`config.mk`:
```
export PLATFORM = sky130hd
export DESIGN_NAME = mem_port_arbiter
export DESIGN_NICKNAME = d
export VERILOG_FILES = /design/src/rtl/mem_port_arbiter_pkg.sv /design/src/rtl/mem_arb_rr2.sv /design/src/rtl/mem_port_arbiter.sv
export SDC_FILE = /design/constraint.sdc
export NUM_CORES = 1
export LEC_CHECK = 0
export ABC_AREA = 1
export ABC_CLOCK_PERIOD_IN_PS = 20400
export CORE_AREA = 2 2 201 203
export DETAILED_ROUTE_END_ITERATION = 16
export DIE_AREA = 0 0 203 205
export GPL_TIMING_DRIVEN = 0
export PLACE_DENSITY = 0.71
export SETUP_SLACK_MARGIN = 0.1
export SYNTH_ARGS = -nofsm -noshare
export SYNTH_HDL_FRONTEND = slang
export SYNTH_HIERARCHICAL = 1
export SYNTH_SLANG_ARGS = --single-unit
```
`constraint.sdc`:
```
create_clock -name clk -period 20.4 [get_ports clk]
set_input_delay 4.08 -clock clk [delete_from_list [all_inputs] [get_ports clk]]
set_output_delay 4.08 -clock clk [all_outputs]
set_load 0.005 [all_outputs]
```
`src/rtl/mem_port_arbiter_pkg.sv`:
```
// Shared definitions for the IC/DC memory-port arbiter: FSM state
// encoding, requester identifiers and default bus widths.
package mem_port_arbiter_pkg;

    typedef enum logic [1:0] {
        ST_IDLE = 2'd0,
        ST_BUSY = 2'd1,
        ST_RESP = 2'd2
    } state_t;

    // Requester identifiers, also used as the round-robin history bit
    localparam logic REQ_IC = 1'b0;
    localparam logic REQ_DC = 1'b1;

    localparam int ADDR_W_DEF = 64;
    localparam int DATA_W_DEF = 64;

endpackage

```
`src/rtl/mem_arb_rr2.sv`:
```
// Two-way round-robin picker. On a tie the requester that was not
// served last wins; a single request is granted directly.
module mem_arb_rr2
    import mem_port_arbiter_pkg::*;
(
    input  logic ic_req,
    input  logic dc_req,
    input  logic last_grant,
    output logic grant_valid,
    output logic grant_id
);

    // Select the winner from the current requests and the grant history
    always_comb begin
        grant_valid = ic_req | dc_req;
        grant_id    = REQ_IC;
        if (ic_req && dc_req) begin
            grant_id = (last_grant == REQ_DC) ? REQ_IC : REQ_DC;
        end else if (dc_req) begin
            grant_id = REQ_DC;
        end else begin
            grant_id = REQ_IC;
        end
    end

endmodule

```
`src/rtl/mem_port_arbiter.sv`:
```
// Shares the single data-memory port between the instruction-cache and
// data-cache refill paths. One transaction is in flight at a time; the
// winner is held in BUSY until memory answers or the timer expires, and
// the result is presented for exactly one cycle in RESP.
module mem_port_arbiter
    import mem_port_arbiter_pkg::*;
#(
    parameter int ADDR_W  = ADDR_W_DEF,
    parameter int DATA_W  = DATA_W_DEF,
    parameter int TIMEOUT = 255
) (
    input  logic              clk,
    input  logic              reset,
    input  logic              ic_req,
    input  logic [ADDR_W-1:0] ic_addr,
    output logic              ic_ready,
    output logic [DATA_W-1:0] ic_rdata,
    output logic              ic_err,
    input  logic              dc_req,
    input  logic              dc_we,
    input  logic [ADDR_W-1:0] dc_addr,
    input  logic [DATA_W-1:0] dc_wdata,
    output logic              dc_ready,
    output logic [DATA_W-1:0] dc_rdata,
    output logic              dc_err,
    output logic              mem_req,
    output logic              mem_we,
    output logic [ADDR_W-1:0] mem_addr,
    output logic [DATA_W-1:0] mem_wdata,
    input  logic              mem_ready,
    input  logic [DATA_W-1:0] mem_rdata
);

    // Last timer value before the transaction is abandoned
    localparam logic [7:0] TIMER_LAST = 8'(TIMEOUT - 1);

    state_t            state_r;
    logic              last_grant_r;
    logic              grant_r;
    logic [7:0]        timer_r;
    logic              ic_ready_r;
    logic              ic_err_r;
    logic [DATA_W-1:0] ic_rdata_r;
    logic              dc_ready_r;
    logic              dc_err_r;
    logic [DATA_W-1:0] dc_rdata_r;
    logic              mem_req_r;
    logic              mem_we_r;
    logic [ADDR_W-1:0] mem_addr_r;
    logic [DATA_W-1:0] mem_wdata_r;

    logic              grant_valid_s;
    logic              grant_id_s;
    logic              done_s;
    logic              done_err_s;
    logic [DATA_W-1:0] done_data_s;

    mem_arb_rr2 u_rr2 (
        .ic_req      (ic_req),
        .dc_req      (dc_req),
        .last_grant  (last_grant_r),
        .grant_valid (grant_valid_s),
        .grant_id    (grant_id_s)
    );

    // Completion condition in BUSY; memory answer takes priority over timeout
    always_comb begin
        done_s      = 1'b0;
        done_err_s  = 1'b0;
        done_data_s = '0;
        if (mem_ready) begin
            done_s      = 1'b1;
            done_err_s  = 1'b0;
            done_data_s = mem_rdata;
        end else if (timer_r == TIMER_LAST) begin
            done_s      = 1'b1;
            done_err_s  = 1'b1;
            done_data_s = '0;
        end else begin
            done_s      = 1'b0;
            done_err_s  = 1'b0;
            done_data_s = '0;
        end
    end

    // Arbitration FSM, timeout timer and registered memory/response outputs
    always_ff @(posedge clk or posedge reset) begin
        if (reset) begin
            state_r      <= ST_IDLE;
            last_grant_r <= REQ_DC;
            grant_r      <= REQ_IC;
            timer_r      <= 8'd0;
            ic_ready_r   <= 1'b0;
            ic_err_r     <= 1'b0;
            ic_rdata_r   <= '0;
            dc_ready_r   <= 1'b0;
            dc_err_r     <= 1'b0;
            dc_rdata_r   <= '0;
            mem_req_r    <= 1'b0;
            mem_we_r     <= 1'b0;
            mem_addr_r   <= '0;
            mem_wdata_r  <= '0;
        end else begin
            // Response pulses last only for the single RESP cycle
            ic_ready_r <= 1'b0;
            ic_err_r   <= 1'b0;
            dc_ready_r <= 1'b0;
            dc_err_r   <= 1'b0;
            case (state_r)
                ST_IDLE: begin
                    if (grant_valid_s) begin
                        grant_r   <= grant_id_s;
                        mem_req_r <= 1'b1;
                        timer_r   <= 8'd0;
                        state_r   <= ST_BUSY;
                        if (grant_id_s == REQ_DC) begin
                            mem_we_r    <= dc_we;
                            mem_addr_r  <= dc_addr;
                            mem_wdata_r <= dc_wdata;
                        end else begin
                            mem_we_r    <= 1'b0;
                            mem_addr_r  <= ic_addr;
                            mem_wdata_r <= '0;
                        end
                    end else begin
                        state_r <= ST_IDLE;
                    end
                end
                ST_BUSY: begin
                    if (done_s) begin
                        mem_req_r    <= 1'b0;
                        last_grant_r <= grant_r;
                        state_r      <= ST_RESP;
                        if (grant_r == REQ_DC) begin
                            dc_ready_r <= 1'b1;
                            dc_err_r   <= done_err_s;
                            dc_rdata_r <= done_data_s;
                        end else begin
                            ic_ready_r <= 1'b1;
                            ic_err_r   <= done_err_s;
                            ic_rdata_r <= done_data_s;
                        end
                    end else begin
                        timer_r <= timer_r + 8'd1;
                    end
                end
                ST_RESP: begin
                    // Requests are deliberately ignored here so a still-high
                    // req from the finished transaction is not re-granted
                    state_r <= ST_IDLE;
                end
                default: begin
                    state_r   <= ST_IDLE;
                    mem_req_r <= 1'b0;
                end
            endcase
        end
    end

    assign ic_ready  = ic_ready_r;
    assign ic_err    = ic_err_r;
    assign ic_rdata  = ic_rdata_r;
    assign dc_ready  = dc_ready_r;
    assign dc_err    = dc_err_r;
    assign dc_rdata  = dc_rdata_r;
    assign mem_req   = mem_req_r;
    assign mem_we    = mem_we_r;
    assign mem_addr  = mem_addr_r;
    assign mem_wdata = mem_wdata_r;

endmodule

```
* Yosys cells after proc, flatten, opt, wreduce, memory -nomap -nowiden
Cells that the tools add are included.
Cells by class: add/subtract/negate cells 1, equal/unequal tests 6, mux-type cells 31, bitwise logic cells 3, reduce and logical (&&, ||, !) cells 9
Operators with widths (number):
- two-way mux 64 bit | 3
- two-way mux 1 bit | 22
- two-way mux 8 bit | 2
- case mux 8 bit (2 select lines) | 1
- AND reduction 3 bit | 4
- adder 8 x 1 -> 8 bit (second input constant) | 1
- == test 8 bit (second input constant) | 1
- inequality test 2 bit (second input constant) | 3
- case mux 2 bit (2 select lines) | 1
- AND reduction 2 bit | 2
- case mux 1 bit (3 select lines) | 1
- == test 2 x 1 -> 1 bit (second input constant) | 1
- == test 2 bit (second input constant) | 1
- logical NOT 2 bit | 1
- two-way mux 2 bit | 1
- NOT 1 bit | 2
- nonzero test 2 bit | 1
- logical AND 1 bit | 1
- bitwise OR 1 bit | 1
Storage, ports and cells: bits in registers 274, input bits 262, output and inout bits 262, logic and storage cells 64

* Logic depth before layout (Yosys ltp)
Gate-level depths: netlist of run 1.
depth after elaboration 6, depth in mapped cells 11, gate-level depth less buffers 9

* Cells and area by module
Netlist of run 1, hierarchy kept.
Modules (own cells, without submodules):
- mem_port_arbiter | instances 1, cells an instance 1292, area each 11722.5 um^2, seq. area each 6857.8 um^2
- mem_arb_rr2 | instances 1, cells an instance 3, area each 15.0 um^2, seq. area each 0.0 um^2

* Worst setup path before layout of run 1
OpenSTA, ideal clock, no wires.
path type input -> register, from input dc_req, to register mem_wdata_r[0], in the netlist mem_wdata[0], setup time 0.066 ns, arrival 5.158 ns, data required time 20.334 ns, setup slack 15.177 ns, cell stages on the path 7, buffers on the path 3, cell sequence inv_1 > a21oi_1 > buf_2 > buf_2 > buf_1 > nand3_1 > nand2_1
Between the ends: word-level cells in the longest chain between the ends 3, elaborated cells on any way between the ends 6, classes of those cells mux (3); bitwise (1); reduce/logical (2)
RTL lines:
- start, declared | line mem_port_arbiter.sv:19 | input logic dc_req,
- two-way mux 1 bit / logical AND 1 bit (equally long branches) | line mem_arb_rr2.sv:19, mem_arb_rr2.sv:17
- two-way mux 1 bit * | line mem_arb_rr2.sv:17 | if (ic_req && dc_req) begin
- net grant_id_s | line mem_port_arbiter.sv:53 | logic grant_id_s;
- two-way mux 64 bit * | line mem_port_arbiter.sv:116 | if (grant_id_s == REQ_DC) begin
- end signal, assigned | line mem_port_arbiter.sv:119 | mem_wdata_r <= dc_wdata;
- end, declared | line mem_port_arbiter.sv:50 | logic [DATA_W-1:0] mem_wdata_r;
The timed path passes the listed nets; every way through them passes the cells marked *. A chain may end at the register's enable or synchronous reset.

* Worst setup path in the final report of run 1
from input dc_req, to register mem_addr_r[20], in the netlist mem_addr[20]
Between the ends: word-level cells in the longest chain between the ends 3, elaborated cells on any way between the ends 6, classes of those cells mux (3); bitwise (1); reduce/logical (2)
RTL lines:
- two-way mux 1 bit / logical AND 1 bit (equally long branches) | line mem_arb_rr2.sv:19, mem_arb_rr2.sv:17
- two-way mux 1 bit * | line mem_arb_rr2.sv:17
- net grant_id_s | line mem_port_arbiter.sv:53
- two-way mux 64 bit * | line mem_port_arbiter.sv:116
- end signal, assigned | line mem_port_arbiter.sv:118 | mem_addr_r <= dc_addr;
- end signal, assigned | line mem_port_arbiter.sv:122 | mem_addr_r <= ic_addr;
- end, declared | line mem_port_arbiter.sv:49 | logic [ADDR_W-1:0] mem_addr_r;
Marks and branches as above.

==> results of run 1 <==
area by class of cell:
class	count	area, sq um	share of cell area, %
plain buffers	85	519	2.77
clock buffers	45	927	4.95
clock inverters	8	115	0.614
inverters	82	315	1.68
multi-input cells	854	4050	21.6
flip-flops and latches	274	6860	36.6
well taps	525	657	3.51
repair buffers	525	5290	28.2
logic make-up after synthesis:
kind of cell / share of synthesized area [%]
AOI/OAI and AO/OA: 14.2
adders and majority gates: 0.213
buffers and inverters: 7.05
DFF: 58.4
and+or+nand+nor: 20.1
power breakdown:
part | leakage, uW | switching, uW | internal (uW) | total [uW]
combinational | 0.00453 | 509 | 617 | 1130
clock | 0.000519 | 221 | 337 | 559
sequential | 0.00353 | 141 | 787 | 928
sequential cells by signal, summed over array words and instances, names as in the netlist:
register,cells
dc_err,1
dc_rdata,64
dc_ready,1
grant_r,1
ic_err,1
ic_rdata,64
ic_ready,1
last_grant_r,1
mem_addr,64
mem_req,1
mem_wdata,64
mem_we,1
state_r,2
timer_r,8
critical path: cells and delay by family:
kind                   cells  cell delay (ns)
buffers and inverters      4             1.48
AO/OA/AOI/OAI              3             0.93
per-stage QoR:
stage	util [%]	setup WS, ns	power [uW]	hold slack, ns
2_1_floorplan	-	8.77	1350	0.442
3_3_place_gp	44.8	5.39	2050	0.462
3_5_place_dp	44.9	13.61	2070	0.465
4_1_cts	47.6	14.26	2650	0.480
5_1_grt	47.6	14.22	2780	0.488
6_report	47.6	14.36	2610	0.475
worst paths after layout:
check                                    from  slack [ns]             to
worst max register to register   last_grant_r       17.98   mem_addr[20]
min in group asynchronous               reset        3.90       ic_ready
worst min-delay path            mem_wdata[48]        0.48  mem_wdata[48]
max in group asynchronous               reset       15.46    mem_addr[3]
worst min register to register  mem_wdata[48]        0.48  mem_wdata[48]
worst max-delay path                   dc_req       14.36   mem_addr[20]
routing by layer:
| layer | global-route usage [%] | vias to the layer above | share of wire [%] |
|---|---|---|---|
| li1 | - | 5260 | - |
| met1 | 22.3 | 5146 | 38 |
| met2 | 35.9 | 403 | 51 |
| met3 | 4.84 | 68 | 7.6 |
| met4 | 6.52 | 4 | 3.0 |
| met5 | 0 | - | 0.055 |
layout by cell type, fill, tap and decap left out:
cell             instances
nor4_1                   2
nand2_1                487
nor2_1                  13
buf_1                    7
buf_2                   16
o21ai_0                 78
nand3_1                 73
ha_1                     2
nor3_2                   1
inv_2                    3
clkbuf_8                12
inv_8                    1
o21ai_1                 93
inv_1                   78
nand2_4                  3
buf_6                   24
nor2_4                   1
or2_1                    1
nand2_2                  2
clkbuf_16               30
clkdlybuf4s50_1        523
nor2_2                   3
nand3_2                  1
buf_16                   2
o21bai_1                 1
a21oi_1                  1
dfstp_2                  1
clkbuf_1                41
nor3_1                   1
o21ai_2                 91
bufinv_16                2
clkinv_16                1
dfrtp_1                273
clkinv_2                 5
==> reports/results.ini, run 1 <==
[die]
initial_core_util_pct=29.8
dieHeight_microns=205
dieArea_sq_mm=0.0416
rows=73
core_area_sq_mm=0.0394
die_w_microns=203
ios=524

[final_layout]
syn_to_final_growth_pct=59.6
design_area_sq_mm=0.0187
fin_cells=2398
nFillCells=3726
layout-drive-gt1-share_pct=10.6
final_nets=2116
antenna_cells=0

[route]
num_vias=10900
wl_per_cell_microns=17.4
drt_pass1_iterations=4
wirelength_mm=41.8
via_per_inst=4.54
drtIter0Drc=583
drcViolationCount=0
drtAntennaViolNets=0

[worst_setup_path]
end_kind=register
startpoint_type=input port
cp_slowest_cell=clkbuf_1
worst_r2r_path_depth=5
cpMostUsedCell=o21ai_0
max_stage_delay_ns=0.57
crit_chain=clkdlybuf4s50_1 -> inv_1 -> a21oi_1 -> buf_2 -> clkbuf_1 -> o21ai_0 -> o21ai_0
arrival_ns=6.53
crit_required_ns=20.89
critical_path_class=in2reg
critPathMaxFanout=10

[status]
outcome=finished clean

[global_route]
grt_start_max_net_pins=130
track_usage_pct=19.6
grt_pass1_vias=11100
grt_pass1_wl_mm=63.7
overflow=0
antenna_found_initial=2

[logic_synthesis]
seq_area_frac_synth_pct=58.4
synth_common_cells=nand2_1, dfrtp_1, o21ai_1, o21ai_2, inv_1
synth_area_leader_cell=dfrtp_1
ys.flop_type=dfrtp_1
ys_ff_latch=274
async_flop_share_pct=100
synth_top_area_share_pct=58.2
syn_nets=1559
yosys_warnings=6
avgSynthCellArea_sq_um=9.06
synth-edff-count=0
synth_area_sq_mm=0.0117
synthCells=1295
ys_types=26
synth_area_leaders=dfrtp_1, nand2_1, o21ai_2
yosysMostFrequentCell=nand2_1

[worst_hold_path]
min_path_type=reg2reg
holdPathStages=2

[timing]
slew_headroom_pct=50.6
worst_pin_slew_ns=0.741
fmax_mhz=165
drv_slew=0
tns_ns=0
rsz0062_at_grt=no
finalCriticalPeriod_ns=6.04
skew_ns=0.0268
setup_viol=0
fin_crit_sh_pct=29.6
hold_violations=0

[clock_tree]
clk_pin_slew_worst_paths_ns=0.06
cts_resized=0
clock_latency_ns=0.58
clk_path_buf_depth=3
ctsHtreeMaxLevel=1
root_buffer=clkbuf_16
numCtsBuffers=30
cts_tree=built
clkSinkCount=274
ctsHoldBuffers=0
postCtsSetupBuffers=0

[place]
gp_congestion=0.926
hpwl_mm=32.9
dp.cells=2345
port_buffers=523
placed_area_sq_mm=0.0177

[power]
power.leakage_uw=0.00858
power.density_mw_per_mm2=139
peakVddDrop_mv=0.0740

[run]
maxCapViolCount=0

Power figures use the tool's default switching activity.
==> run 2: changes to the inputs <==
--- a/config.mk
+++ b/config.mk
@@ -6,12 +6,12 @@
 export NUM_CORES = 1
 export LEC_CHECK = 0
 export ABC_AREA = 1
-export ABC_CLOCK_PERIOD_IN_PS = 20400
+export ABC_CLOCK_PERIOD_IN_PS = 5350
 export CORE_AREA = 2 2 201 203
 export DETAILED_ROUTE_END_ITERATION = 16
 export DIE_AREA = 0 0 203 205
 export GPL_TIMING_DRIVEN = 0
-export PLACE_DENSITY = 0.71
+export PLACE_DENSITY = 0.74
 export SETUP_SLACK_MARGIN = 0.1
 export SYNTH_ARGS = -nofsm -noshare
 export SYNTH_HDL_FRONTEND = slang
==> constraint.sdc (replaced) <==
create_clock -name clk -period 5.35 [get_ports clk]
set_input_delay 1.07 -clock clk [delete_from_list [all_inputs] [get_ports clk]]
set_output_delay 1.07 -clock clk [all_outputs]
set_load 0.005 [all_outputs]
==> run 2 against run 1 <==
Via count rose by 1.4%. Non-clock buffer count grew 5. Cell area increased by 0.26%. Clock skew down 0.010 ns. Combinational power grew to 3.8 times the previous value. Global-route usage up 0.054 points. Critical path type unchanged.
==> reports/results.ini, run 2 (synthesis results as in run 1) <==
[run]
maxCapViolCount=0  ; unchanged

[route]
drt_pass1_iterations=5  ; was 4
drtAntennaViolNets=0  ; unchanged
via_per_inst=4.59  ; was 4.54
drtIter0Drc=666  ; was 583
wirelength_mm=42.3  ; was 41.8 mm
wl_per_cell_microns=17.6  ; was 17.4 microns
num_vias=11000  ; was 10.9k
drcViolationCount=0  ; unchanged

[worst_setup_path]
cpMostUsedCell=buf_2  ; was o21ai_0
critPathMaxFanout=10  ; unchanged
crit_chain=clkdlybuf4s50_1 -> inv_1 -> a21oi_1 -> buf_2 -> buf_2 -> buf_1 -> nand3_1 -> nand2_1  ; was clkdlybuf4s50_1 -> inv_1 -> a21oi_1 -> buf_2 -> clkbuf_1 -> o21ai_0 -> o21ai_0
crit_buf_inv=5  ; was 4
end_kind=register  ; unchanged
max_stage_delay_ns=0.61  ; was 0.57 ns
crit_family=buffers and inverters  ; unchanged
arrival_ns=3.62  ; was 6.53 ns
crit_required_ns=5.86  ; was 20.89 ns
startpoint_type=input port  ; unchanged
critical_path_class=in2reg  ; unchanged
cp_slowest_cell=a21oi_1  ; was clkbuf_1

[timing]
drv_slew=0  ; unchanged
fin_crit_sh_pct=58.0
fmax_mhz=323
hold_violations=0  ; unchanged
worst_pin_slew_ns=0.792  ; was 0.741 ns
slew_headroom_pct=47.2  ; was 50.6%
rsz0062_at_grt=no  ; unchanged
setup_viol=0  ; unchanged
finalCriticalPeriod_ns=3.10
skew_ns=0.0168  ; was 0.0268 ns
tns_ns=0  ; unchanged

[power]
peakVddDrop_mv=0.274  ; was 0.0740 mV
power.density_mw_per_mm2=531  ; was 139 mW/mm^2
power.leakage_uw=0.00859  ; was 0.00858 uW
total_power_uw=9970  ; was 2610 uW

[die]
initial_core_util_pct=29.8  ; unchanged
die_w_microns=203  ; unchanged
dieHeight_microns=205  ; unchanged
ios=524  ; unchanged
core_area_sq_mm=0.0394  ; unchanged
dieArea_sq_mm=0.0416  ; unchanged
rows=73  ; unchanged

[status]
outcome=finished clean  ; unchanged

[clock_tree]
postCtsSetupBuffers=0  ; unchanged
clkSinkCount=274  ; unchanged
cts_tree=built  ; unchanged
clock_latency_ns=0.58  ; about the same
root_buffer=clkbuf_16  ; unchanged
cts_resized=0  ; unchanged
numCtsBuffers=30  ; unchanged
ctsHoldBuffers=0  ; unchanged
clk_path_buf_depth=3  ; unchanged
ctsHtreeMaxLevel=1  ; unchanged
clk_pin_slew_worst_paths_ns=0.06  ; about the same

[final_layout]
syn_to_final_growth_pct=60.0  ; was 59.6%
layout_commonest_cell=clkdlybuf4s50_1  ; unchanged
antenna_cells=0  ; unchanged
fin_cells=2405  ; was 2,398
layout-drive-gt1-share_pct=10.7  ; was 10.6%
layout_common_cells=clkdlybuf4s50_1, nand2_1, dfrtp_1, o21ai_1, o21ai_2  ; unchanged
final_nets=2121  ; was 2,116

[global_route]
grt_pass1_vias=11100  ; about the same
grt_start_max_net_pins=43  ; was 130
grt_pass1_wl_mm=63.5  ; was 63.7 mm
track_usage_pct=19.7  ; was 19.6%
antenna_found_initial=1  ; was 2
overflow=0  ; unchanged

[place]
gp_congestion=0.959  ; was 0.926
dp.cells=2350  ; was 2,345
port_buffers=523  ; unchanged
hpwl_mm=33.1  ; was 32.9 mm

[worst_hold_path]
min_path_type=reg2reg  ; unchanged

## run 2: power breakdown
group | leakage, uW | switching [uW] | internal, uW
sequential | 0.00353 | 550 | 3000
clock | 0.000493 | 863 | 1220
combinational | 0.00456 | 1980 | 2360
## run 2: worst paths after layout
check / end / start / depth (start not counted) / slack (ns)
max: mem_wdata[4] / dc_req / 8 / 2.25
min: ic_err / grant_r / 1 / 0.48
max reg2reg: mem_wdata[4] / last_grant_r / 6 / 2.85
min reg2reg: ic_err / grant_r / 1 / 0.48
max in group asynchronous: last_grant_r / reset / 6 / 3.06
min in group asynchronous: mem_addr[3] / reset / 2 / 0.87
## run 2: stage by stage
stage / setup WS (ns) / instance area [sq um] / hold WS [ns] / util (%)
final: 2.25 / 18800 / 0.475 / 47.7
after floorplan: 0.657 / 11700 / 0.442 / -
after detailed placement: 1.53 / 17800 / 0.465 / 45.1
after global routing: 2.03 / 18800 / 0.494 / 47.7
after CTS: 2.13 / 18800 / 0.479 / 47.7
after global placement: -1.40 / 17600 / 0.463 / 44.8
## run 2: routing by layer
layer	track usage [%]	vias up	part of all wire (%)
met4	8.65	2	4.1
met3	5.12	85	7.9
met5	0	-	0.031
li1	-	5280	-
met1	21.8	5203	38
met2	35.5	458	50
## run 2: final cells by class
type / instances / area, sq um
fill: 3704 / 20600
multi-input combinational: 854 / 4050
clock buffer: 48 / 918
tap: 525 / 657
sequential: 274 / 6860
clock inverter: 7 / 91.3
timing repair buffer: 530 / 5380
inverter: 82 / 312
buffer: 85 / 519
